<file path="config.mk">
export PLATFORM = sky130hd
export DESIGN_NAME = felica_deframer
export DESIGN_NICKNAME = d
export VERILOG_FILES = /design/src/rtl/felica_deframer.sv
export SDC_FILE = /design/constraint.sdc
export NUM_CORES = 1
export LEC_CHECK = 0
export ABC_CLOCK_PERIOD_IN_PS = 3900
export BUFFER_PORTS_ARGS = -buffer_cell sky130_fd_sc_hd__clkbuf_2
export CORE_ASPECT_RATIO = 0.6
export CORE_MARGIN = 4
export CORE_UTILIZATION = 55
export DETAILED_ROUTE_END_ITERATION = 6
export PLACE_DENSITY = 0.69
export SLEW_MARGIN = 20
export SYNTH_ARGS = -nofsm -noshare
export SYNTH_HDL_FRONTEND = slang
export SYNTH_SLANG_ARGS = --single-unit
</file>
<file path="constraint.sdc">
create_clock -name adc_clk -period 3.9 [get_ports adc_clk]
set_input_delay 0.975 -clock adc_clk [delete_from_list [all_inputs] [get_ports adc_clk]]
set_output_delay 0.975 -clock adc_clk [all_outputs]
set_load 0.1 [all_outputs]
</file>
<file path="src/rtl/felica_deframer.sv">
// FeliCa / NFC Type 3 deframer: hunts preamble+sync in the demodulated bit stream, assembles
// MSB-first bytes, checks the length field and CRC-16, and emits byte/frame strobes.
module felica_deframer #(
    parameter int unsigned MIN_PREAMBLE = 16,
    parameter logic [15:0] SYNC_WORD    = 16'hB24D,
    parameter logic [15:0] CRC_INIT     = 16'h0000
) (
    input  logic       adc_clk,
    input  logic       rst_n,
    input  logic       bit_in,
    input  logic       bit_stb,
    input  logic       sync_active,
    output logic [7:0] byte_out,
    output logic       byte_valid,
    output logic       frame_start,
    output logic       frame_end,
    output logic       crc_ok,
    output logic       frame_err,
    output logic       in_frame
);

    typedef enum logic [1:0] {StHunt, StLen, StData, StCrc} state_t;

    localparam logic [5:0] MinPre = 6'(MIN_PREAMBLE);

    state_t      r_state, w_state_d;
    logic [15:0] r_sreg, w_sreg_d;
    logic [5:0]  r_zrun, w_zrun_d;
    logic [15:0] r_crc, w_crc_d;
    logic [6:0]  r_acc, w_acc_d;
    logic [2:0]  r_bitcnt, w_bitcnt_d;
    logic [7:0]  r_rem, w_rem_d;
    logic [14:0] r_rx_crc, w_rx_crc_d;
    logic [3:0]  r_rxcnt, w_rxcnt_d;
    logic [7:0]  r_byte_out, w_byte_out_d;
    logic        r_byte_valid, w_byte_valid_d;
    logic        r_frame_start, w_frame_start_d;
    logic        r_frame_end, w_frame_end_d;
    logic        r_crc_ok, w_crc_ok_d;
    logic        r_frame_err, w_frame_err_d;
    logic        r_in_frame, w_in_frame_d;

    logic [15:0] w_sreg_shift;
    logic [5:0]  w_zrun_upd;
    logic [15:0] w_crc_upd;
    logic [7:0]  w_byte;

    assign w_sreg_shift = {r_sreg[14:0], bit_in};
    // zrun tracks the zero run leaving the sync window, i.e. the preamble ahead of it
    assign w_zrun_upd   = r_sreg[15] ? 6'd0 : ((r_zrun == 6'd63) ? 6'd63 : r_zrun + 6'd1);
    assign w_crc_upd    = {r_crc[14:0], 1'b0} ^ ((r_crc[15] ^ bit_in) ? 16'h1021 : 16'h0000);
    assign w_byte       = {r_acc, bit_in};

    always_comb begin
        w_state_d       = r_state;
        w_sreg_d        = r_sreg;
        w_zrun_d        = r_zrun;
        w_crc_d         = r_crc;
        w_acc_d         = r_acc;
        w_bitcnt_d      = r_bitcnt;
        w_rem_d         = r_rem;
        w_rx_crc_d      = r_rx_crc;
        w_rxcnt_d       = r_rxcnt;
        w_byte_out_d    = r_byte_out;
        w_byte_valid_d  = 1'b0;
        w_frame_start_d = 1'b0;
        w_frame_end_d   = 1'b0;
        w_crc_ok_d      = r_crc_ok;
        w_frame_err_d   = 1'b0;
        w_in_frame_d    = r_in_frame;

        if (!sync_active) begin
            // Abort wins over a coincident bit strobe; the bit is dropped.
            w_sreg_d = 16'h0000;
            w_zrun_d = 6'd0;
            if (r_state != StHunt) begin
                w_frame_err_d = 1'b1;
                w_crc_ok_d    = 1'b0;
                w_in_frame_d  = 1'b0;
                w_state_d     = StHunt;
            end
        end else if (bit_stb) begin
            unique case (r_state)
                StHunt: begin
                    w_sreg_d = w_sreg_shift;
                    w_zrun_d = w_zrun_upd;
                    if (w_sreg_shift == SYNC_WORD && w_zrun_upd >= MinPre) begin
                        w_frame_start_d = 1'b1;
                        w_in_frame_d    = 1'b1;
                        w_crc_d         = CRC_INIT;
                        w_bitcnt_d      = 3'd0;
                        w_state_d       = StLen;
                    end
                end
                StLen, StData: begin
                    w_acc_d    = w_byte[6:0];
                    w_crc_d    = w_crc_upd;
                    w_bitcnt_d = r_bitcnt + 3'd1;
                    if (r_bitcnt == 3'd7) begin
                        w_byte_out_d   = w_byte;
                        w_byte_valid_d = 1'b1;
                        if (r_state == StLen) begin
                            if (w_byte < 8'd2) begin
                                w_frame_err_d = 1'b1;
                                w_crc_ok_d    = 1'b0;
                                w_in_frame_d  = 1'b0;
                                w_state_d     = StHunt;
                            end else begin
                                w_rem_d   = w_byte - 8'd1;
                                w_state_d = StData;
                            end
                        end else begin
                            w_rem_d = r_rem - 8'd1;
                            if (r_rem == 8'd1) begin
                                w_rxcnt_d = 4'd0;
                                w_state_d = StCrc;
                            end
                        end
                    end
                end
                StCrc: begin
                    w_rx_crc_d = {r_rx_crc[13:0], bit_in};
                    w_rxcnt_d  = r_rxcnt + 4'd1;
                    if (r_rxcnt == 4'd15) begin
                        w_frame_end_d = 1'b1;
                        w_crc_ok_d    = ({r_rx_crc, bit_in} == r_crc);
                        w_in_frame_d  = 1'b0;
                        w_sreg_d      = 16'h0000;
                        w_zrun_d      = 6'd0;
                        w_state_d     = StHunt;
                    end
                end
                default: w_state_d = StHunt;
            endcase
        end
    end

    always_ff @(posedge adc_clk or negedge rst_n) begin
        if (!rst_n) begin
            r_state       <= StHunt;
            r_sreg        <= 16'h0000;
            r_zrun        <= 6'd0;
            r_crc         <= CRC_INIT;
            r_acc         <= 7'd0;
            r_bitcnt      <= 3'd0;
            r_rem         <= 8'd0;
            r_rx_crc      <= 15'd0;
            r_rxcnt       <= 4'd0;
            r_byte_out    <= 8'd0;
            r_byte_valid  <= 1'b0;
            r_frame_start <= 1'b0;
            r_frame_end   <= 1'b0;
            r_crc_ok      <= 1'b0;
            r_frame_err   <= 1'b0;
            r_in_frame    <= 1'b0;
        end else begin
            r_state       <= w_state_d;
            r_sreg        <= w_sreg_d;
            r_zrun        <= w_zrun_d;
            r_crc         <= w_crc_d;
            r_acc         <= w_acc_d;
            r_bitcnt      <= w_bitcnt_d;
            r_rem         <= w_rem_d;
            r_rx_crc      <= w_rx_crc_d;
            r_rxcnt       <= w_rxcnt_d;
            r_byte_out    <= w_byte_out_d;
            r_byte_valid  <= w_byte_valid_d;
            r_frame_start <= w_frame_start_d;
            r_frame_end   <= w_frame_end_d;
            r_crc_ok      <= w_crc_ok_d;
            r_frame_err   <= w_frame_err_d;
            r_in_frame    <= w_in_frame_d;
        end
    end

    assign byte_out    = r_byte_out;
    assign byte_valid  = r_byte_valid;
    assign frame_start = r_frame_start;
    assign frame_end   = r_frame_end;
    assign crc_ok      = r_crc_ok;
    assign frame_err   = r_frame_err;
    assign in_frame    = r_in_frame;

endmodule

</file>
# Yosys cells after proc, flatten, opt, wreduce, memory -nomap -nowiden
# Index checks and enable logic that the tools add are counted.
[word_totals]
input_bits = 5
wordCells = 128
regBits = 91
[classes]
bitwise = 2
reduce_logical = 17
n_mux = 63
n_lt_le_gt_ge = 2
n_eq_ne = 23
add_sub_neg = 5
[op_table]
columns = ["cell", "n"]
rows = [
  ["16-bit two-way mux", 4],
  ["16-bit one-hot mux with 2 select lines", 2],
  ["1-bit two-way mux", 30],
  ["6-bit two-way mux", 5],
  ["2-bit two-way mux", 9],
  ["16-bit == test", 1],
  ["16-bit == test (second input constant)", 1],
  ["8-bit two-way mux", 2],
  ["8-bit by 1-bit subtractor with 8-bit output (second input constant)", 2],
  ["16-bit by 13-bit XOR with 16-bit output", 1],
  ["3-bit inequality test (second input constant)", 5],
  ["7-bit AND reduction", 2],
  ["13-bit two-way mux", 1],
  ["4-bit two-way mux", 3],
  ["2-bit inequality test (second input constant)", 6],
  ["6-bit one-hot mux with 2 select lines", 1],
  ["6-bit AND reduction", 2],
  ["3-bit AND reduction", 3],
  ["8-bit by 1-bit == test with 1-bit output (second input constant)", 1],
  ["8-bit by 2-bit less-than comparator with 1-bit output (second input constant)", 1],
  ["4-bit one-hot mux with 2 select lines", 1],
  ["4-bit AND reduction", 2],
  ["2-bit nonzero test", 4],
  ["6-bit by 1-bit adder with 6-bit output (second input constant)", 1],
  ["other kinds (20)", 22],
]

# Logic depth before layout (Yosys ltp)
[logic_depth]
depth_word = 9
depth_mapped = 8
mapped_depth_nobuf = 7

# Least setup slack after synthesis
# OpenSTA, ideal clock, no wires.
[synth_path]
kind = "input to register"
startpoint = "input bit_in"
endpoint = "register r_rem[6]"
stages = 8
t_arrival_ns = 2.303
n_path_buf = 1
required_time_ns = 3.822
setup_slack_ns = 1.519
cell_sequence = "buf_2 -> inv_1 -> ha_1 -> or4b_1 -> nor2_1 -> xor2_1 -> a22oi_1 -> o2bb2ai_1"
[synth_between]
elab_chain_len = 3
elab_cells_between_ends = 6
classes_between = "add/sub (1); order compare (1); eq/ne (1); mux (2); reduce/logical (1)"
[synth_rtl]
columns = ["item", "line", "text"]
rows = [
  ["start, declared", "10", "input logic bit_in,"],
  ["8-bit by 2-bit less-than comparator with 1-bit output or 8-bit by 1-bit subtractor with 8-bit output (tied branches)", "103, 109", ""],
  ["2-bit inequality test (no source line) or 8-bit two-way mux (tied branches)", "--", ""],
  ["5-bit AND reduction (no source line) or 8-bit two-way mux (tied branches)", "--", ""],
  ["end signal, assigned", "163", "r_rem <= w_rem_d;"],
  ["end, declared", "32", "logic [7:0] r_rem, w_rem_d;"],
]
# Parallel ways exist; a longest one is shown, timed or not. The select of a mux whose other input is x is not followed.
# A chain may end at the register's enable or synchronous reset.

# Worst setup path after layout
[layout_path]
startpoint = "register r_state[1]"
endpoint = "register r_crc_ok (netlist: crc_ok)"
[layout_between]
elab_chain_len = 5
elab_cells_between_ends = 15
classes_between = "eq/ne (8); mux (3); reduce/logical (4)"
[layout_rtl]
columns = ["item", "line", "text"]
rows = [
  ["start, declared", "26", "state_t r_state, w_state_d;"],
  ["start signal, assigned", "140", "r_state <= StHunt;"],
  ["start signal, assigned", "157", "r_state <= w_state_d;"],
  ["2-bit by 1-bit == test with 1-bit output or 2-bit == test (tied branches)", "83, 102", ""],
  ["2-bit OR reduction", "83", "unique case (r_state)"],
  ["1-bit one-hot mux with 2 select lines", "83", ""],
  ["1-bit two-way mux", "82", "end else if (bit_stb) begin"],
  ["1-bit two-way mux", "72", "if (!sync_active) begin"],
  ["end signal, assigned", "170", "r_crc_ok <= w_crc_ok_d;"],
  ["end, declared", "39", "logic r_crc_ok, w_crc_ok_d;"],
]
# Parallel ways exist; a longest one is shown, timed or not. The select of a mux whose other input is x is not followed.

==> impl_metrics.py <==
metrics = {
    "run_status": {
        "status": "finished clean",
    },
    "worst_setup_path": {
        "cp_data_required_time_ns": 4.12,
        "depth_of_the_worst_register_to_register_path": 8,
        "worst_path_max_delay_cell": "sky130_fd_sc_hd__a211oi_1",
        "ff2ff_setup_slack_ns": 1.34,
        "worstPathMaxFanout": 19,
        "worstPathCellList": "inv_1 -> ha_1 -> buf_4 -> nor4b_1 -> nand2_1 -> a211oi_1 -> o21ai_1 -> mux2_1",
        "critPathLaunchType": "flip-flop",
        "cpPeakStageDelay_ns": 0.46,
        "destination_of_the_worst_register_to_register_timing_path": "crc_ok",
        "crit_arrival_ns": 2.78,
        "timing_worst_setup_path_type": "flip-flop to flip-flop",
        "r2r_start": "r_state[1]",
        "worst_setup_path_endpoint": "crc_ok",
        "critPathLaunch": "r_state[1]",
        "crit_path_end_kind": "flip-flop",
    },
    "clock_tree": {
        "cts.reportedPaths.clkPinSlew_ns": 0.06,
        "cts_setup_buffers": 0,
        "cts_resized": 0,
        "holdBufCountCts": 0,
        "cts_num_sinks": 91,
        "cts_htree_levels": 3,
        "insertion_delay_ns": 0.34,
        "cts_max_path_buffers": 2,
        "clock_tree.root_cell": "sky130_fd_sc_hd__clkbuf_16",
        "cts_tree": "done",
        "cts_inserted_buffers": 9,
    },
    "timing": {
        "setup-violations-final": 0,
        "finalSetupTns_ns": 0,
        "post-route-worst-setup-slack_ns": 1.34,
        "fin_skew_ns": 0.00715,
        "layout_worst_path_cycle_share": 0.657,
        "final_hold_viol_count": 0,
        "fmax_mhz": 390,
        "finalMaxSlewViolations": 0,
        "layout_min_cycle_time_ns": 2.56,
        "hold-worst-slack_ns": 0.470,
        "grt_setup_unrepaired": "false",
        "worst_max_slew_pin_slew_ns": 0.856,
        "maxSlewHeadroom": 0.428,
    },
    "route": {
        "wl_um": 9090,
        "via_count": 3148,
        "post_drt_via_cell_ratio": 6.08,
        "drtAntennaViolNets": 0,
        "drc": 0,
        "first_pass_iters": 5,
        "routed_wire_length_per_instance_um": 17.5,
        "drtIter0Drc": 232,
    },
    "yosys": {
        "synth-seq-area-share": 0.520,
        "yosysWarnings": 0,
        "number_of_flops_mapped_to_enable_cells_by_yosys": 0,
        "syn_area_per_cell_um2": 11.2,
        "syn-instance-count": 390,
        "synth_cell_type_count": 55,
        "syn-cell-area_um2": 4380,
        "syn_nets": 407,
        "async_reset_ff_frac": 1.00,
        "synth-seq-cells": 91,
        "synth-main-ff-cell": "sky130_fd_sc_hd__dfrtp_1",
    },
    "floorplanning": {
        "die-area_um2": 9500,
        "dieHeight_um": 77.1,
        "ioPinCount": 19,
        "core.rowCount": 24,
        "die_x_um": 123,
        "fp.coreArea_um2": 7510,
        "start_util": 0.583,
    },
    "placed_design": {
        "pre_cts_ws_ns": 1.12,
        "hpwl_um": 6100,
        "dpl_cell_area_um2": 4550,
        "gp_congestion": 0.846,
        "portBuffers": 18,
        "place.detailed.instances": 502,
    },
    "cells_and_area": {
        "final_layout_size_suffix_gt1_frac": 0.157,
        "finish.instance_area_um2": 4880,
        "syn2layout_area_growth_pct": 11.4,
        "antenna_cells": 0,
        "instances_no_fill": 518,
        "seqCellArea_um2": 2280,
        "multiInputGateArea_um2": 1960,
        "fillerInstances": 602,
        "finish.net_count": 426,
    },
    "pwr": {
        "powerDensity_nw_per_um2": 604,
        "ir_drop_mv": 0.336,
        "total_leakage_power_nw": 2.34,
    },
    "min_path": {
        "kind_of_path_behind_the_tightest_hold_check": "flip-flop to flip-flop",
    },
    "global_route": {
        "grt_pass1_vias": 2924,
        "grt_first_pass_wirelength_um": 15400,
        "grtUsageTotal": 0.210,
        "grt.overflow.total": 0,
        "number_of_antenna_violations_at_the_first_check_in_global_routing": 0,
        "grt_start_max_net_pins": 68,
    },
    "flow_run": {
        "cap_viol_max_count": 0,
    },
}
-- kinds of logic (layout without fill, tap and decap cells) --
| kind of cell | count (synthesis) | after routing | share of synthesized area |
|---|---|---|---|
| simple gates | 118 | 118 | 0.148 |
| xor+xnor | 23 | 23 | 0.0460 |
| mux | 25 | 25 | 0.0632 |
| flops | 91 | 91 | 0.520 |
| compound gates | 92 | 92 | 0.157 |
| buf+inv | 29 | 53 | 0.0314 |
| fa+ha+maj | 12 | 12 | 0.0343 |
-- how the worst min path moves through the flow --
stage	from	end	slack, ns	cells past startpoint
2_1_floorplan	r_rxcnt[1]	r_rxcnt[1]	0.48	2
3_3_place_gp	byte_out[2]	byte_out[2]	0.46	2
3_5_place_dp	byte_out[3]	byte_out[3]	0.46	2
4_1_cts	byte_out[3]	byte_out[3]	0.48	2
5_1_grt	byte_out[3]	byte_out[3]	0.50	2
6_report	byte_out[3]	byte_out[3]	0.47	2
-- through the flow --
stage               total power [W]  utilization
detailed placement          0.00201        0.607
CTS                         0.00296        0.650
floorplan                   0.00182            -
global route                0.00312        0.650
finish                      0.00295        0.650
global placement            0.00199        0.607
-- per-layer routing --
layer	part of all wire	global-route usage	vias up
li1	-	-	1466
met1	0.52	0.338	1569
met2	0.41	0.273	102
met3	0.054	0.0529	11
met4	0.012	0.0597	0
met5	0	0	-
-- layout make-up --
class                           instances  share of cell area
Timing Repair Buffer                   23              0.0267
Inverter                               14              0.0108
Tap cell                              104              0.0267
Sequential cell                        91               0.467
Clock buffer                           10              0.0490
Multi-Input combinational cell        270               0.402
Clock inverter                          6              0.0177
-- registers in the layout (all words and copies together) (netlist names) --
name	flops
frame_end	1
r_zrun	6
crc_ok	1
frame_start	1
r_sreg	16
r_state	2
r_rxcnt	4
byte_valid	1
r_rx_crc	15
frame_err	1
r_rem	8
byte_out	8
in_frame	1
r_bitcnt	3
r_crc	16
r_acc	7
-- Yosys cell counts, types with 4 or more instances --
cell type                  instances  area share
sky130_fd_sc_hd__dfrtp_1          91        0.52
sky130_fd_sc_hd__nand2_1          45       0.039
sky130_fd_sc_hd__a22o_1           37       0.074
sky130_fd_sc_hd__mux2_2           18       0.046
sky130_fd_sc_hd__xnor2_1          17       0.034
sky130_fd_sc_hd__o21ai_0          16       0.018
sky130_fd_sc_hd__inv_1            13       0.011
sky130_fd_sc_hd__nor2_1           13       0.011
sky130_fd_sc_hd__a21oi_1          12       0.014
sky130_fd_sc_hd__ha_1             12       0.034
sky130_fd_sc_hd__nand3_1          10       0.011
sky130_fd_sc_hd__clkbuf_1          9      0.0077
sky130_fd_sc_hd__nor3_1            8      0.0091
sky130_fd_sc_hd__nand2b_1          6      0.0086
sky130_fd_sc_hd__nand4_1           6      0.0086
sky130_fd_sc_hd__xor2_1            6       0.012
sky130_fd_sc_hd__and3_1            5      0.0071
sky130_fd_sc_hd__mux2i_1           4      0.0091
-- worst max-delay path, delay by kind of cell (launching register included) --
| kind | cells | cell delay [ns] |
|---|---|---|
| adders and majority gates | 1 | 0.16 |
| DFF | 1 | 0.40 |
| buffers and inverters | 2 | 0.34 |
| muxes | 1 | 0.33 |
| AOI/OAI and AO/OA | 2 | 0.60 |
| and+or+nand+nor | 2 | 0.60 |
-- cells in the final DEF, fill, tap and decap left out, drive strengths merged, types with 6 or more instances in the layout --
cell / count
o21ai: 19
clkbuf: 27
nand3: 11
dfrtp: 91
ha: 12
inv: 14
nor2: 13
a22o: 37
nand4: 6
a21oi: 13
xnor2: 17
nor3: 9
buf: 6
nand2b: 6
nand2: 45
xor2: 6
mux2: 21
-- power breakdown --
part	switching [W]	total (W)	internal, W	leakage, nW
clock	0.000357	0.000935	0.000578	0.159
sequential	0.000159	0.00124	0.00108	1.24
combinational	0.000467	0.000776	0.000308	0.942
Power figures use the tool's default switching activity.
